==> config.mk <==
export PLATFORM = sky130hd
export DESIGN_NAME = word_counter_regs
export DESIGN_NICKNAME = d
export VERILOG_FILES = /design/src/rtl/word_counter_regs.sv
export SDC_FILE = /design/constraint.sdc
export NUM_CORES = 1
export LEC_CHECK = 0
export BUFFER_PORTS_ARGS = -buffer_cell sky130_fd_sc_hd__buf_2
export CAP_MARGIN = 10
export CORE_AREA = 10 10 89 91
export DETAILED_ROUTE_END_ITERATION = 10
export DIE_AREA = 0 0 99 101
export GPL_TIMING_DRIVEN = 0
export HOLD_SLACK_MARGIN = 0.1
export PLACE_DENSITY_LB_ADDON = 0.25
export SLEW_MARGIN = 10
export SYNTH_ARGS = -nofsm -noshare
export SYNTH_HDL_FRONTEND = slang
export SYNTH_SLANG_ARGS = --single-unit
==> constraint.sdc <==
create_clock -name clk -period 2.7 [get_ports clk]
set_clock_uncertainty 0.1 [all_clocks]
set_input_delay 0.81 -clock clk [delete_from_list [all_inputs] [get_ports clk]]
set_output_delay 0.81 -clock clk [all_outputs]
set_load 0.01 [all_outputs]
==> src/rtl/word_counter_regs.sv <==
// word_counter_regs
// A bank of NUM_CNT event counters, CNT_W bits each, behind an Avalon-MM
// slave at BASE_ADDR. Counters either saturate or wrap at full scale
// (SATURATE). Each counter has a sticky overflow flag. Software can freeze
// the whole bank or clear it in one write.
//
// Register map, as byte offsets from BASE_ADDR. Only word-aligned offsets
// decode.
//   4*i           CNT[i]  read: zero-extended count, write: load
//   4*NUM_CNT     CTRL    bit0 CLEAR (write-1, reads 0), bit1 FREEZE (rw)
//   4*NUM_CNT+4   OVF     sticky overflow flags, write-1-to-clear
//
// Optional build macro:
//   CNT_CLEAR_ON_READ_EN  a read of CNT[i] also clears counter i on the same
//                         edge. A simultaneous increment still lands, so the
//                         counter becomes 1. FREEZE does not block this clear.
//                         When the macro is undefined, reads do not change state.
module word_counter_regs #(
  parameter int                      NUM_CNT      = 3,
  parameter int                      CNT_W        = 8,
  parameter int                      ADDRESS_SIZE = 32,
  parameter int                      REG_SIZE     = 32,
  parameter logic [ADDRESS_SIZE-1:0] BASE_ADDR    = 'h1000,
  parameter bit                      SATURATE     = 1'b1
) (
  input  logic                    clk,
  input  logic                    rst,
  input  logic [NUM_CNT-1:0]      cnt_inc,
  input  logic [ADDRESS_SIZE-1:0] avs_address,
  input  logic                    avs_read,
  input  logic                    avs_write,
  input  logic [REG_SIZE-1:0]     avs_writedata,
  output logic [REG_SIZE-1:0]     avs_readdata,
  output logic                    avs_readdatavalid
);

  localparam int NUM_REGS = NUM_CNT + 2;
  localparam int IDX_W    = $clog2(NUM_REGS);

  localparam logic [ADDRESS_SIZE-1:0] WIN_BYTES = ADDRESS_SIZE'(4 * NUM_REGS);
  localparam logic [IDX_W-1:0]        IDX_CTRL  = IDX_W'(NUM_CNT);
  localparam logic [IDX_W-1:0]        IDX_OVF   = IDX_W'(NUM_CNT + 1);
  localparam logic [CNT_W-1:0]        CNT_MAX   = {CNT_W{1'b1}};

  // Register state
  logic [NUM_CNT-1:0][CNT_W-1:0] cnt_q;
  logic [NUM_CNT-1:0][CNT_W-1:0] cnt_d;
  logic [NUM_CNT-1:0]            ovf_q;
  logic [NUM_CNT-1:0]            ovf_d;
  logic [NUM_CNT-1:0]            ovf_set;
  logic [NUM_CNT-1:0]            ovf_clr;
  logic                          freeze_q;

  // Address decode
  logic [ADDRESS_SIZE-1:0] offset;
  logic                    hit;
  logic [IDX_W-1:0]        idx;
  logic [NUM_CNT-1:0]      cnt_sel;
  logic                    ctrl_sel;
  logic                    ovf_sel;

  // Bus qualifiers. A write always takes precedence over a read in the same cycle.
  logic                    wr;
  logic                    rd;
  logic                    clear_wr;
  logic [REG_SIZE-1:0]     rd_mux;

  // Only part of the offset and of the write data is meaningful.
  logic                    unused_bits;

  // Addresses below the window wrap to a huge offset, so the range check
  // rejects them without needing a separate lower-bound compare.
  assign offset   = avs_address - BASE_ADDR;
  assign hit      = (offset[1:0] == 2'b00) && (offset < WIN_BYTES);
  assign idx      = offset[IDX_W+1:2];
  assign ctrl_sel = hit && (idx == IDX_CTRL);
  assign ovf_sel  = hit && (idx == IDX_OVF);

  assign wr       = avs_write;
  assign rd       = avs_read && !avs_write;
  assign clear_wr = wr && ctrl_sel && avs_writedata[0];
  assign ovf_clr  = (wr && ovf_sel) ? avs_writedata[NUM_CNT-1:0] : '0;

  assign unused_bits = ^{avs_writedata, offset};

  // Per-counter select lines from the decoded word index
  always_comb begin
    cnt_sel = '0;
    for (int i = 0; i < NUM_CNT; i++) begin
      cnt_sel[i] = hit && (idx == IDX_W'(i));
    end
  end

  // Next count and new-overflow detection, in per-counter priority order
  always_comb begin
    cnt_d   = cnt_q;
    ovf_set = '0;
    for (int i = 0; i < NUM_CNT; i++) begin
      if (clear_wr) begin
        cnt_d[i] = '0;
      end else if (wr && cnt_sel[i]) begin
        cnt_d[i] = avs_writedata[CNT_W-1:0];
`ifdef CNT_CLEAR_ON_READ_EN
      end else if (rd && cnt_sel[i]) begin
        // The increment applies to the cleared value, so it cannot overflow.
        cnt_d[i] = CNT_W'(cnt_inc[i]);
`endif
      end else if (!freeze_q && cnt_inc[i]) begin
        if (cnt_q[i] == CNT_MAX) begin
          ovf_set[i] = 1'b1;
          cnt_d[i]   = SATURATE ? CNT_MAX : '0;
        end else begin
          cnt_d[i]   = cnt_q[i] + CNT_W'(1);
        end
      end
    end
  end

  // Sticky flags. If a flag is set and cleared in the same cycle, it stays set.
  always_comb begin
    ovf_d = (ovf_q & ~ovf_clr) | ovf_set;
  end

  // Counter, overflow and freeze registers
  always_ff @(posedge clk) begin
    if (rst) begin
      cnt_q    <= '0;
      ovf_q    <= '0;
      freeze_q <= 1'b0;
    end else begin
      cnt_q <= cnt_d;
      ovf_q <= ovf_d;
      if (wr && ctrl_sel) begin
        freeze_q <= avs_writedata[1];
      end
    end
  end

  // Read-data mux over the pre-update register state. CLEAR always reads 0.
  always_comb begin
    rd_mux = '0;
    if (ctrl_sel) begin
      rd_mux[1] = freeze_q;
    end else if (ovf_sel) begin
      rd_mux[NUM_CNT-1:0] = ovf_q;
    end else begin
      for (int i = 0; i < NUM_CNT; i++) begin
        if (cnt_sel[i]) begin
          rd_mux[CNT_W-1:0] = cnt_q[i];
        end
      end
    end
  end

  // Read response, one cycle after the read strobe. Data holds until the next read.
  always_ff @(posedge clk) begin
    if (rst) begin
      avs_readdata      <= '0;
      avs_readdatavalid <= 1'b0;
    end else begin
      avs_readdatavalid <= rd;
      if (rd) begin
        avs_readdata <= rd_mux;
      end
    end
  end

endmodule
# After elaboration in Yosys (flattened, before gate mapping)
# Cells that the tools add are included.
[totals]
wordCells = 76
inputBits = 71
ff_bits = 37
[op_classes]
n_mux = 30
reduce_logical = 24
n_bitwise = 3
n_lt_le_gt_ge = 1
n_addsub = 4
n_eq_ne = 7
[ops]
columns = ["operator", "n"]
rows = [
  ["$mux W8", 12],
  ["$lt A32 B5 Y1 const B", 1],
  ["$sub A32 B13 Y32 const B", 1],
  ["$add A8 B1 Y8 const B", 3],
  ["$eq A8 B8 Y1 const B", 3],
  ["$logic_and A1 B1 Y1", 16],
  ["$mux W1", 14],
  ["$eq A3 B2 Y1 const B", 2],
  ["$mux W3", 2],
  ["$mux W6", 1],
  ["$reduce_bool A2 Y1", 3],
  ["$mux W5", 1],
  ["$and A3 B3 Y3", 1],
  ["$eq A3 B1 Y1 const B", 1],
  ["$eq A3 B3 Y1 const B", 1],
  ["$logic_not A3 Y1", 1],
  ["$not A3 Y3", 1],
  ["$or A3 B3 Y3", 1],
  ["$logic_not A1 Y1", 2],
  ["$logic_not A2 Y1", 1],
  ["$reduce_or A2 Y1", 1],
]

# Longest topological paths before layout
# Gate-level depths: netlist of run 1.
[logic_depth]
ltp_word = 9
depth_mapped = 9
mapped_depth_nobuf = 7

# Worst setup path after synthesis of run 1
# OpenSTA, ideal clock, no wires.
[synth_timing]
kind = "input to register"
startpoint = "input port avs_address[29]"
endpoint = "register cnt_q[8] (netlist bit)"
setup_ps = 122
arrival_ps = 2385
path_buffers = 1
cell_stages = 7
slack_ps = 92
path_cell_list = "or4_1 nor4_2 o2111ai_4 or2_1 buf_2 o211ai_1 a21oi_1"
[synth_between]
elab_chain_cells = 7
word_cells_on_any_way = 11
classes_between = "add/sub (1); order compare (1); mux (1); reduce/logical (8)"
[synth_lines]
columns = ["element", "line", "text"]
rows = [
  ["start, declared", "29", "input logic [ADDRESS_SIZE-1:0] avs_address,"],
  ["$sub A32 B13 Y32 *", "73", "assign offset = avs_address - BASE_ADDR;"],
  ["$lt A32 B5 Y1 *", "74", "assign hit = (offset[1:0] == 2'b00) && (offset < WIN_BYTES);"],
  ["$logic_and A1 B1 Y1 *", "74", ""],
  ["$logic_and A1 B1 Y1", "76", "assign ctrl_sel = hit && (idx == IDX_CTRL);"],
  ["$logic_and A1 B1 Y1 (2 in series)", "81", "assign clear_wr = wr && ctrl_sel && avs_writedata[0];"],
  ["$reduce_or A2 Y1 (no line)", "--", ""],
  ["end signal, assigned", "131", "cnt_q <= cnt_d;"],
  ["end, declared", "46", "logic [NUM_CNT-1:0][CNT_W-1:0] cnt_q;"],
]
# Mark *: on every way between the ends. The rest lies on a longest branch, timed or not.
# A chain may end at the register's enable or synchronous reset.

# Final worst setup path of run 1
[layout_timing]
startpoint = "input port avs_address[15]"
endpoint = "register cnt_q[8] (netlist bit)"
# The elaborated chain is that of the path after synthesis.

==> run summary, run 1 <==
The flow ran to the end, and the final reports show no timing, DRC or antenna violations. Once the clock tree was built, the setup fixing pass inserted 0 buffers. After Yosys synthesis, full adders, half adders and majority gates account for 1.43% of the synthesized area. The most frequently used flop master after synthesis was dfxtp_1. The critical hold path startpoint was avs_readdata[6]. Static timing analysis puts the maximum clock frequency at 389 MHz. The combined area of the multi-input logic cells is 0.00171 sq mm, and the fraction of the cycle the final worst path needs is 95.3%. The Yosys step of the flow raised 0 warnings. The vias after detailed routing was 2,642.

Setup violations remaining at the end of the flow were counted as 0. The tools report the end point of the most critical hold path as avs_readdata[6]. The logs give 2 for the H-tree depth and 138 for the detailed router's first-iteration violation count.

STA classifies the critical path startpoint as an input port. For the worst flop-to-flop path, the logic depth is 7. Summed over all layers, the global routing overflow is 0. Data on the critical path is required at its endpoint by 2.78 ns. The worst register-to-register path ends at cnt_q[10]. The count of buffers added on input and output ports is 53. During I/O placement, the number of pins put on the boundary was 104.

The die span in y was 101 um; the sequential area share after synthesis was 28.2%. Using the TritonRoute via totals, the vias-per-cell ratio works out to 5.12. The net total in the final layout is 513, and the post-synthesis sequential element count is 37. The min-delay analysis places its worst path in the category register to register. The run gives 0.00620 sq mm as the placeable core region. Detailed placement finished with a half-perimeter wire length of 5990 um.

Total clock buffers created by CTS: 5. No sink is reached through more buffers than the 2 on the longest clock path. The final layout contains routed wiring with a total length of 7440 um. The global-route total usage across every layer was 14.3%; the full die area was 0.0100 sq mm. In this run the core area contains 29 standard-cell rows.

Setup repair after global routing left no endpoint under its margin. Entering global routing, the biggest net connects 11 pins. The detailed-route DRC error count is 0, and the cell depth of the worst hold path is 2.

The logs give 2,441 for the number of global-route vias before repair and 0 for the antenna cell count. The sink count of the clock tree is 37, and the CTS clock-pin slew for the worst setup and hold paths is 0.07 ns. Data arrival at the endpoint of the critical path: 2.65 ns.

The count of different cell masters after synthesis came out at 54. The layout overhead on the synthesized area works out to 20.8%. In this run the tightest slew margin relative to its limit is 60.9%. Each instance of the synthesized netlist takes up on average 7.38 sq um.

Summing the areas of all compound-gate instances in the mapped netlist gives 19.7% of the synthesized area. The maximum fanout encountered on the critical timing path is 10. The weighted congestion at the end of routability-driven global placement was 0.878; the routed wirelength normalized by instance count was 14.4 um. The tools report the post-route worst hold slack as 0.348 ns. STA classifies the critical path endpoint as a register. The proportion of synthesized flip-flops having asynchronous set or reset is 0%. The number of enable flip-flop cells after synthesis was 0; the time the final worst path needs with I/O delays and setup was 2.57 ns. Counting the fill cells in the layout gives 634. The cell sitting at the root of the clock tree is a clkbuf_8.

Cells fill 51.2% of the core in the end. For the number of hold violations in the final report, the log shows 0. The category of the most critical setup path is input port to register. The logs give 11,900 um for the global-route wire length before repair and 42.4% for the starting utilization of the core area.

For flop-to-flop paths, the worst setup slack is 0.72 ns. TritonCTS built the clock tree. Across the whole layout, storage elements account for 741 sq um. For the initial antenna violation count, the log shows 0. The max-slew violation count came out at 0. Width of the chip: 99 um.

Before antenna repair, the detailed router went through 4 iterations. After synthesis, the largest family of logic cells by area is simple AND/OR/NAND/NOR gates. Clock latency on the worst-skew pair, taken at its later pin, is 0.30 ns.

The reported leakage power was 1.26 nW; the number of cells produced by synthesis was 356. The largest voltage drop on the vdd net was 0.222 mV; the total power per unit cell area was 364 mW/mm^2. The area share of and/or/nand/nor cells after synthesis came out at 34.4%. Max-cap violations in this run came to 0.

The slew at the pin closest to its max-slew limit is 0.587 ns. The tools report the start of the worst register-to-register path as cnt_q[8]. The cell area that synthesis handed to floorplanning was 0.00263 sq mm.

Measured against the total synthesized area, the mux share comes to 5.57%. The xor and xnor area share after synthesis is 0.333%. Share of cells above drive strength 1: 25.1%. The count of nets left with antenna violations once routing finished came out at 0.
[sequential cells by signal (all words and copies together), names as in the netlist]
name               count
cnt_q                 24
avs_readdata           8
ovf_q                  3
avs_readdatavalid      1
freeze_q               1
[through the flow]
step	std cells	area, sq um	setup TNS (ns)	setup slack, ns	power [W]
2_1_floorplan	379	2720	0	0.0922	0.000699
3_3_place_gp	509	3080	-3.81	-0.164	0.000766
3_5_place_dp	509	3080	-4.29	-0.180	0.000769
4_1_cts	516	3160	0	0.130	0.00116
5_1_grt	516	3170	0	0.00332	0.00121
6_report	516	3170	0	0.126	0.00116
[how the worst max path moves through the flow]
| stage | start | to | slack (ns) | depth (start not counted) |
|---|---|---|---|---|
| after floorplan | avs_address[29] | cnt_q[8] | 0.09 | 7 |
| after global placement | avs_address[15] | cnt_q[17] | -0.16 | 9 |
| after detailed placement | avs_address[15] | cnt_q[19] | -0.18 | 9 |
| after CTS | avs_address[15] | cnt_q[22] | 0.13 | 9 |
| after global routing | avs_address[27] | cnt_q[10] | 0.003 | 9 |
| final | avs_address[15] | cnt_q[8] | 0.13 | 9 |
[layout make-up]
class | count | share of cell area (%)
Sequential cell | 37 | 23.3
Timing Repair Buffer | 53 | 8.36
Buffer | 38 | 8.20
Inverter | 3 | 0.355
Clock buffer | 7 | 2.72
Tap cell | 77 | 3.04
Multi-Input combinational cell | 301 | 54.0
[power breakdown]
part / switching (W) / total (W) / leakage [nW] / internal, W
logic: 0.000102 / 0.000189 / 0.917 / 0.0000873
registers: 0.0000168 / 0.000572 / 0.300 / 0.000555
clock network: 0.000192 / 0.000395 / 0.0443 / 0.000203
[layout by cell type, fill, tap and decap left out, types with 7 or more instances in the layout]
cell	count
a21oi_1	46
and3_1	10
buf_2	56
buf_4	24
clkbuf_1	7
conb_1	24
dfxtp_1	37
mux2i_1	9
nand2_1	55
nand2b_1	8
nand3_1	20
nand4_1	12
nor2_1	32
nor2b_1	8
o21ai_0	9
[timing repair]
action,4_1_cts,5_1_grt
endpoints found under the setup margin,0,20
resized for setup,0,2
hold buffers,0,0
hold endpoints to repair,0,0
[cells in the mapped netlist, types with 2 or more instances]
library cell   n  share of area (%)
nand2_1       55                7.9
a21oi_1       46                8.8
dfxtp_1       37                 28
nor2_1        32                4.6
buf_4         24                6.9
nand3_1       20                3.8
nand4_1       12                2.9
and3_1        10                2.4
mux2i_1        9                3.4
o21ai_0        9                1.7
nand2b_1       8                1.9
nor2b_1        8                1.9
clkbuf_1       6               0.86
nor4_1         5                1.2
o211ai_1       5                1.4
a31oi_1        4               0.95
nor3_1         4               0.76
or4_1          4                1.1
a41oi_1        3                1.0
buf_2          3               0.57
buf_6          3                1.3
ha_1           3                1.4
inv_1          3               0.43
mux2_2         3                1.3
nor2_2         3               0.71
o21a_1         3               0.86
or2_1          3               0.71
a211oi_1       2               0.57
a31o_2         2               0.67
nand3b_1       2               0.57
or2_2          2               0.48
[routing by layer]
layer,wire length [um],GRT usage [%],vias up,share of wire (%)
met3,512,3.91,11,6.9
li1,-,-,1402,-
met4,99,4.41,0,1.3
met2,3520,23.1,81,47
met1,3310,17.9,1148,44
met5,0,0,-,0
[worst max-delay path, stage by stage]
cell	delay [ns]
buf_2	0.10
or4_4	0.56
nor3_2	0.14
nand4_1	0.15
nor4b_2	0.32
a41o_1	0.22
buf_6	0.14
buf_6	0.15
a21oi_1	0.05
[cell families (layout without fill, tap and decap cells)]
family | count (synthesis) | after routing
AND/OR/NAND/NOR | 177 | 177
AO/OA/AOI/OAI | 83 | 83
flip-flops | 37 | 37
multiplexers | 13 | 13
buffers and inverters | 41 | 101
XOR/XNOR | 1 | 1
adder cells (fa/ha/maj) | 3 | 3
other | 1 | 24
Power figures use the tool's default switching activity.
==> run 2, diff against run 1 <==
CAP_MARGIN = 20   (was 10)
PLACE_DENSITY_LB_ADDON = 0.08   (was 0.25)
==> run 2 against run 1 <==
Effect of this change: routed wire length grew 6.2%; largest power group unchanged; via count grew 2.8%; setup slack lost 0.048 ns; largest cell class unchanged; worst hold slack gained 0.0069 ns; flip-flop and latch count is the same; core utilization grew 0.93 points; first-iteration DRC count grew 23%; non-clock buffer count grew 2.
==> run summary, run 2 (same netlist as run 1, synthesis figures left out) <==
Once placement completed, the tool counted placed cells totaling 509. The maximum number of buffers from clock root to sink is 2. For met3 alone, demand over resource in global routing was 4.25%. CTS saw 37 sinks.

For the total clock buffers created by CTS, the log shows 5. Full die area: 0.0100 sq mm. Maximum clock rate: 381 MHz. Global routing consumed, over all layers together, 15.5% of the routing resources. The data arrival at the endpoint of the critical path was 2.70 ns.

The total half-perimeter wirelength after legalization and detailed placement came out at 6280 um. The global-route wire length before repair was 12,900 um. Path category of the worst min-delay check: register to register. For the number of nets with antenna violations after detailed routing, the log shows 0.

The H-tree was split into 2 levels. Power spread over the standard cell area amounts to 396 mW/mm^2. Number of cells on the worst reg-to-reg path: 7. The worst hold path terminates at avs_readdata[3].

The die is 99 um wide. Counting stages on the worst path, the most repeated cell is buf_6. The placeable core region came out at 0.00620 sq mm. On the worst path, the slowest cell contributes a delay of 0.53 ns.

Leaving out fill and tap cells, the most frequent cells in the layout are buf_2, nand2_1, a21oi_1. For the worst-skew pair, the clock arrives at the later sink with an insertion delay of 0.29 ns. The flow ran to the end, and the final reports show no timing, DRC or antenna violations. Reported leakage power: 1.29 nW. The routed layout has 2,715 vias. The net total in the final layout was 515.

For this run, design rule violations remaining after detail routing come to 0. Of the cells placed in the final design, the portion with a size suffix greater than 1 is 25.8%. The tools report the antenna cell count as 0. The max-slew violation count came out at 0. The congestion estimate from routability-driven global placement came to 0.850. Area of placed instances: 0.00308 sq mm.

The worst setup path is captured at a register. The number of hold violations in the final report is 0. Setup violations remaining at the end of the flow were counted as 0. The detailed router's first-iteration violation count is 170, and the flip-flop count of the largest register, all copies and words added is 24.

Buffers inserted to repair hold after CTS numbered 0. Max-cap violations in this run came to 0. Entering global routing, the biggest net connects 12 pins.

Subtracting the final worst setup slack from the clock period gives 2.62 ns. The worst hold path passes through 2 cells. For the largest voltage drop on the vdd net, the log shows 0.313 mV. The dominant delay contributor by cell family on the critical path is simple AND/OR/NAND/NOR gates. The number of top-level pins was 104. On the critical path, the stage with the largest delay is an instance of or4_4.

The initial antenna violation count was 0; the slew at the pin closest to its max-slew limit was 0.608 ns. The routed wirelength normalized by instance count is 15.2 um. From synthesis to final layout, the design area changed by 22.9%.

Clock tree synthesis selected as its root buffer the cell clkbuf_8. For this block, the routed nets add up to 7900 um of wire. cnt_q holds more flip-flops than any other register. The starting utilization of the core area was 42.4%. The largest registers in the layout are cnt_q (24), avs_readdata (8), ovf_q (3). The tools report the start of the worst register-to-register path as cnt_q[8]. TritonCTS built the clock tree.

The worst pin sits at a relative slew slack of 59.5%. The floorplan has 29 rows. In this run the tool buffered the top-level ports with 53 buffer cells.

The capture instance of the worst register-to-register path is cnt_q[10]. STA classifies the critical path startpoint as an input port. For this run, the detailed router's first-pass iteration total came to 4. Leaving out filler cells and counting taps, the final layout contains 519. For the worst setup path, the data required time is 2.78 ns.

The run gives 25.5% as the met2 demand-to-capacity share in global routing. The die span in y came out at 101 um. After layout, the worst path uses 97.1% of the clock period.

The run gives 2,577 as the number of global-route vias before repair. The CTS clock-pin slew for the worst setup and hold paths is 0.08 ns. The setup path with the least slack is of type input port to register.

In this run the register-to-register setup slack is 0.73 ns. The critical hold path startpoint was avs_readdata[3]. Dividing the detail-routed via count by the number of cells gives 5.23. The final instance area was 0.00323 sq mm; the maximum fanout encountered on the critical timing path was 10.

Global routing consumed, on the met1 layer, 19.4% of the routing resources. Layer with the highest usage: met2. For this run the aggregate overflow at the end of global routing stands at 0. The signal on the critical path passes through buf_2 > or4_4 > nor4_2 > nand4_1 > nor4b_2 > a41o_1 > buf_6 > buf_6 > a21oi_1. Together, buffers and inverters on the worst path number 3. Leaving out fill and tap cells, the most frequent cell in the layout is buf_2.
## run 2: layout make-up
cell class | instances | area (sq um)
plain buffers | 38 | 264
clock inverters | 1 | 30.0
inverters | 3 | 11.3
clock buffers | 7 | 86.3
fillers | 645 | 2970
multi-input cells | 301 | 1720
flip-flops and latches | 37 | 741
repair buffers | 55 | 280
well taps | 77 | 96.3
## run 2: per-layer routing
metal | wire length (um) | vias up
met2 | 3760 | 83
met1 | 3530 | 1221
met5 | 0 | -
li1 | - | 1404
met4 | 71 | 0
met3 | 531 | 7
## run 2: worst reg2reg max path, cell delays in order (launching register included)
cell and delay [ns]:
dfxtp_1 0.47, ha_1 0.28, nand4_1 0.19, or2_2 0.38, and3_1 0.19, a21oi_1 0.13, nand2_1 0.06, a21oi_1 0.11
## run 2: worst max path at each step
| stage | from | to | slack, ns | depth (start not counted) |
|---|---|---|---|---|
| detailed placement | avs_address[27] | cnt_q[14] | -0.27 | 9 |
| global placement | avs_address[27] | cnt_q[4] | -0.22 | 9 |
| floorplan | avs_address[29] | cnt_q[8] | 0.09 | 7 |
| finish | avs_address[27] | cnt_q[17] | 0.08 | 9 |
| CTS | avs_address[27] | cnt_q[14] | 0.04 | 9 |
| global route | avs_address[27] | cnt_q[21] | -0.03 | 9 |
## run 2: what timing repair did
item                                    CTS  global route
resized for setup                         0             5
endpoints found under the setup margin    0            21
buffers inserted                          0             2
## run 2: through the flow
| stage | hold slack, ns | power (W) | setup TNS (ns) | utilization, % | setup WS [ns] |
|---|---|---|---|---|---|
| after CTS | 0.356 | 0.00128 | 0 | 51.5 | 0.0434 |
| final | 0.355 | 0.00128 | 0 | 52.1 | 0.0782 |
| after global routing | 0.380 | 0.00134 | -0.318 | 52.1 | -0.0262 |
| after floorplan | 0.376 | 0.000699 | 0 | - | 0.0922 |
| after detailed placement | 0.343 | 0.000772 | -6.52 | 49.6 | -0.266 |
| after global placement | 0.330 | 0.000770 | -5.57 | 49.6 | -0.219 |
## run 2: where the power goes
part / leakage [nW] / internal (W) / switching (W)
Combinational: 0.930 / 0.0000902 / 0.000107
Sequential: 0.300 / 0.000555 / 0.0000163
Clock: 0.0585 / 0.000301 / 0.000210
Total: 1.29 / 0.000946 / 0.000333
==> run 3, diff against run 2 <==
CORE_AREA = 2 2 81 83   (was 10 10 89 91)
DIE_AREA = 0 0 83 85   (was 0 0 99 101)
==> run 3 against run 2 <==
Effect of this change: flip-flop and latch count is the same; worst hold slack is essentially flat; sequential share of layout area grew 0.42 points; power shrank 11%; highest routed layer unchanged; largest power group unchanged.
==> run summary, run 3 (same netlist as run 1, synthesis figures left out) <==
The run finished with clean final reports. In this run, post-CTS repair resized a total of 0 instances. Path category of the worst min-delay check: register to register.

The H-tree generated during clock tree synthesis spans 2 levels. The startpoint identified for the worst register-to-register timing path is cnt_q[8]. The clock latency on the worst-skew pair was 0.29 ns; the largest net degree at the start of global routing was 12. At the end of routability-driven placement, the weighted congestion stood at 0.823. The logs give 0 for the number of hold violations in the final report and 4 for the number of iterations in the first detailed-routing pass. The run gives 42.4% as the starting utilization of the core area.

At the end of the flow, the number of nets in the layout was 513. The initial antenna violation count is 0. Traced cell by cell, the critical path runs through buf_2 > or4_1 > nor4_2 > nand4_1 > nor4b_2 > a41o_1 > buf_6 > buf_6 > a21oi_1. The die is 83 um wide. The number of buffers and inverters on the critical path is 3. The most common cell type on the critical path was buf_6. Setup violations remaining at the end of the flow were counted as 0. The critical path is of the input port to register type. The HPWL after detailed placement is 5560 um. The vias after detailed routing was 2,695; the data arrival at the endpoint of the critical path was 2.71 ns.

The number of cells on the worst reg-to-reg path is 7, and the utilization after layout is 51.2%. The worst hold path passes through 2 cells. The first global-routing pass estimated 11,900 um of wire. Dividing the detail-routed wire length by the instance count gives 13.8 um. The core region is 0.00620 sq mm. The largest registers in the layout are cnt_q (24), avs_readdata (8), ovf_q (3). For the number of instances in the placed design, the log shows 509. The library cells used most frequently in the layout, excluding fill and tap cells, are buf_2, nand2_1, a21oi_1.

Power spread over the standard cell area amounts to 358 mW/mm^2. During I/O placement, the number of pins put on the boundary was 104. At the pin with the least slew margin, the transition time is 0.608 ns. The number of global-route vias before repair is 2,411. The register with the most flip-flops in the layout has 24 of them. The worst register-to-register path ends at cnt_q[10]. Global-route total usage across every layer: 20.7%. The startpoint identified for the worst hold timing path is avs_readdata[2]. The count of nets left with antenna violations once routing finished came out at 0. The peak per-stage delay on the critical path works out to 0.54 ns. The time the final worst path needs with I/O delays and setup came out at 2.63 ns. The clock net in this run drives a total of 37 sinks.

For the maximum clock rate, the log shows 380 MHz. The max-slew violation count is 0, and the total clock buffers created by CTS is 5. STA classifies the critical path startpoint as an input port.

Largest register by flop count: cnt_q. In this run, the number of DRC markers left after iteration 0 of detailed routing was 236. The number of filler cells placed in the layout was 665.

The relative max-transition margin is 59.5%, and the CTS clock-pin slew for the worst setup and hold paths is 0.07 ns. Summing all multi-input logic gate instances after layout gives 0.00172 sq mm. The die is 85 um tall. The worst setup path is captured at a register. For the full die area, the log shows 0.00706 sq mm.

The end point of the most critical hold path is avs_readdata[2]. The repair_antennas step left the layout with diodes totalling 0. In this run the worst path has a maximum fanout of 10.

On the final layout, the worst hold slack is 0.355 ns. The initialized floorplan defines 29 standard-cell rows. Hold repair after CTS inserted 0 buffers. The tool flagged a number of max-cap violations equal to 0. Summed over all layers, the global routing overflow is 0. Buffer cell driving the clock tree root: clkbuf_8. The worst-case IR drop observed on VDD is 0.303 mV.

The critical path runs through a total of 9 cells. The tools report the detailed-route DRC error count as 0. On the critical path, the stage with the largest delay is an instance of or4_1. The number of buffers inserted by port buffering was 53.

The cell family contributing the most delay on the critical path is simple AND/OR/NAND/NOR gates. Using the TritonRoute via totals, the vias-per-cell ratio works out to 5.22. Once the clock tree was built, the setup fixing pass inserted 0 buffers. In the final layout, the share of cells above drive strength 1 is 25.1%.

Data on the critical path is required at its endpoint by 2.78 ns. Leaving out fill and tap cells, the most frequent cell in the layout is buf_2. The final wirelength was 7150 um; the reported leakage power was 1.26 nW.

The fraction of the cycle the final worst path needs is 97.4%. The clock passes through at most 2 buffers. The layout overhead on the synthesized area is 20.8%. Post-route non-filler standard cell count: 516. TritonCTS built the clock tree.

The run gives 741 sq um as the register area. Register-to-register setup slack: 0.75 ns.
## run 3: cell count changes in the layout (fill, tap and decap cells not counted), sizes merged
cell | previous run | this run
clkinv | 0 | 1
bufinv | 1 | 0
buf | 86 | 84
clkbuf | 14 | 13
## run 3: metal layers
layer  part of all wire [%]  GRT usage (%)  vias to the layer above
li1                       -              -                     1405
met1                     47           27.7                     1198
met2                     47           35.0                       86
met3                    5.6           4.09                        6
met4                   0.84           4.02                        0
met5                      0              0                        -
## run 3: worst reg2reg max path: cells and delay by family, from the launching register on
family,cells,cell delay (ns)
flops,1,0.45
simple gates,4,0.83
fa+ha+maj,1,0.26
compound gates,2,0.26
## run 3: how the worst max path moves through the flow
stage	startpoint	to	slack [ns]
6_report	avs_address[27]	cnt_q[0]	0.07
4_1_cts	avs_address[15]	cnt_q[0]	0.09
3_3_place_gp	avs_address[27]	cnt_q[4]	-0.22
3_5_place_dp	avs_address[29]	ovf_q[0]	-0.22
5_1_grt	avs_address[27]	cnt_q[4]	-0.01
2_1_floorplan	avs_address[29]	cnt_q[8]	0.09
## run 3: power breakdown
group	switching [W]	internal [W]
logic	0.000104	0.0000872
registers	0.0000157	0.000555
clock network	0.000197	0.000179
## run 3: stage by stage
step | area, sq um | worst slack, ns | TNS [ns] | total power, W
floorplan | 2720 | 0.0922 | 0 | 0.000699
global placement | 3080 | -0.217 | -5.42 | 0.000770
detailed placement | 3080 | -0.221 | -5.44 | 0.000771
CTS | 3160 | 0.0865 | 0 | 0.00115
global route | 3170 | -0.0125 | -0.0465 | 0.00120
finish | 3170 | 0.0693 | 0 | 0.00114
## run 3: layout make-up
type,count,area share (%)
plain buffers,38,8.20
clock buffers,6,2.29
clock inverters,1,0.276
inverters,3,0.355
multi-input cells,301,54.2
flip-flops and latches,37,23.3
well taps,77,3.04
repair buffers,53,8.36
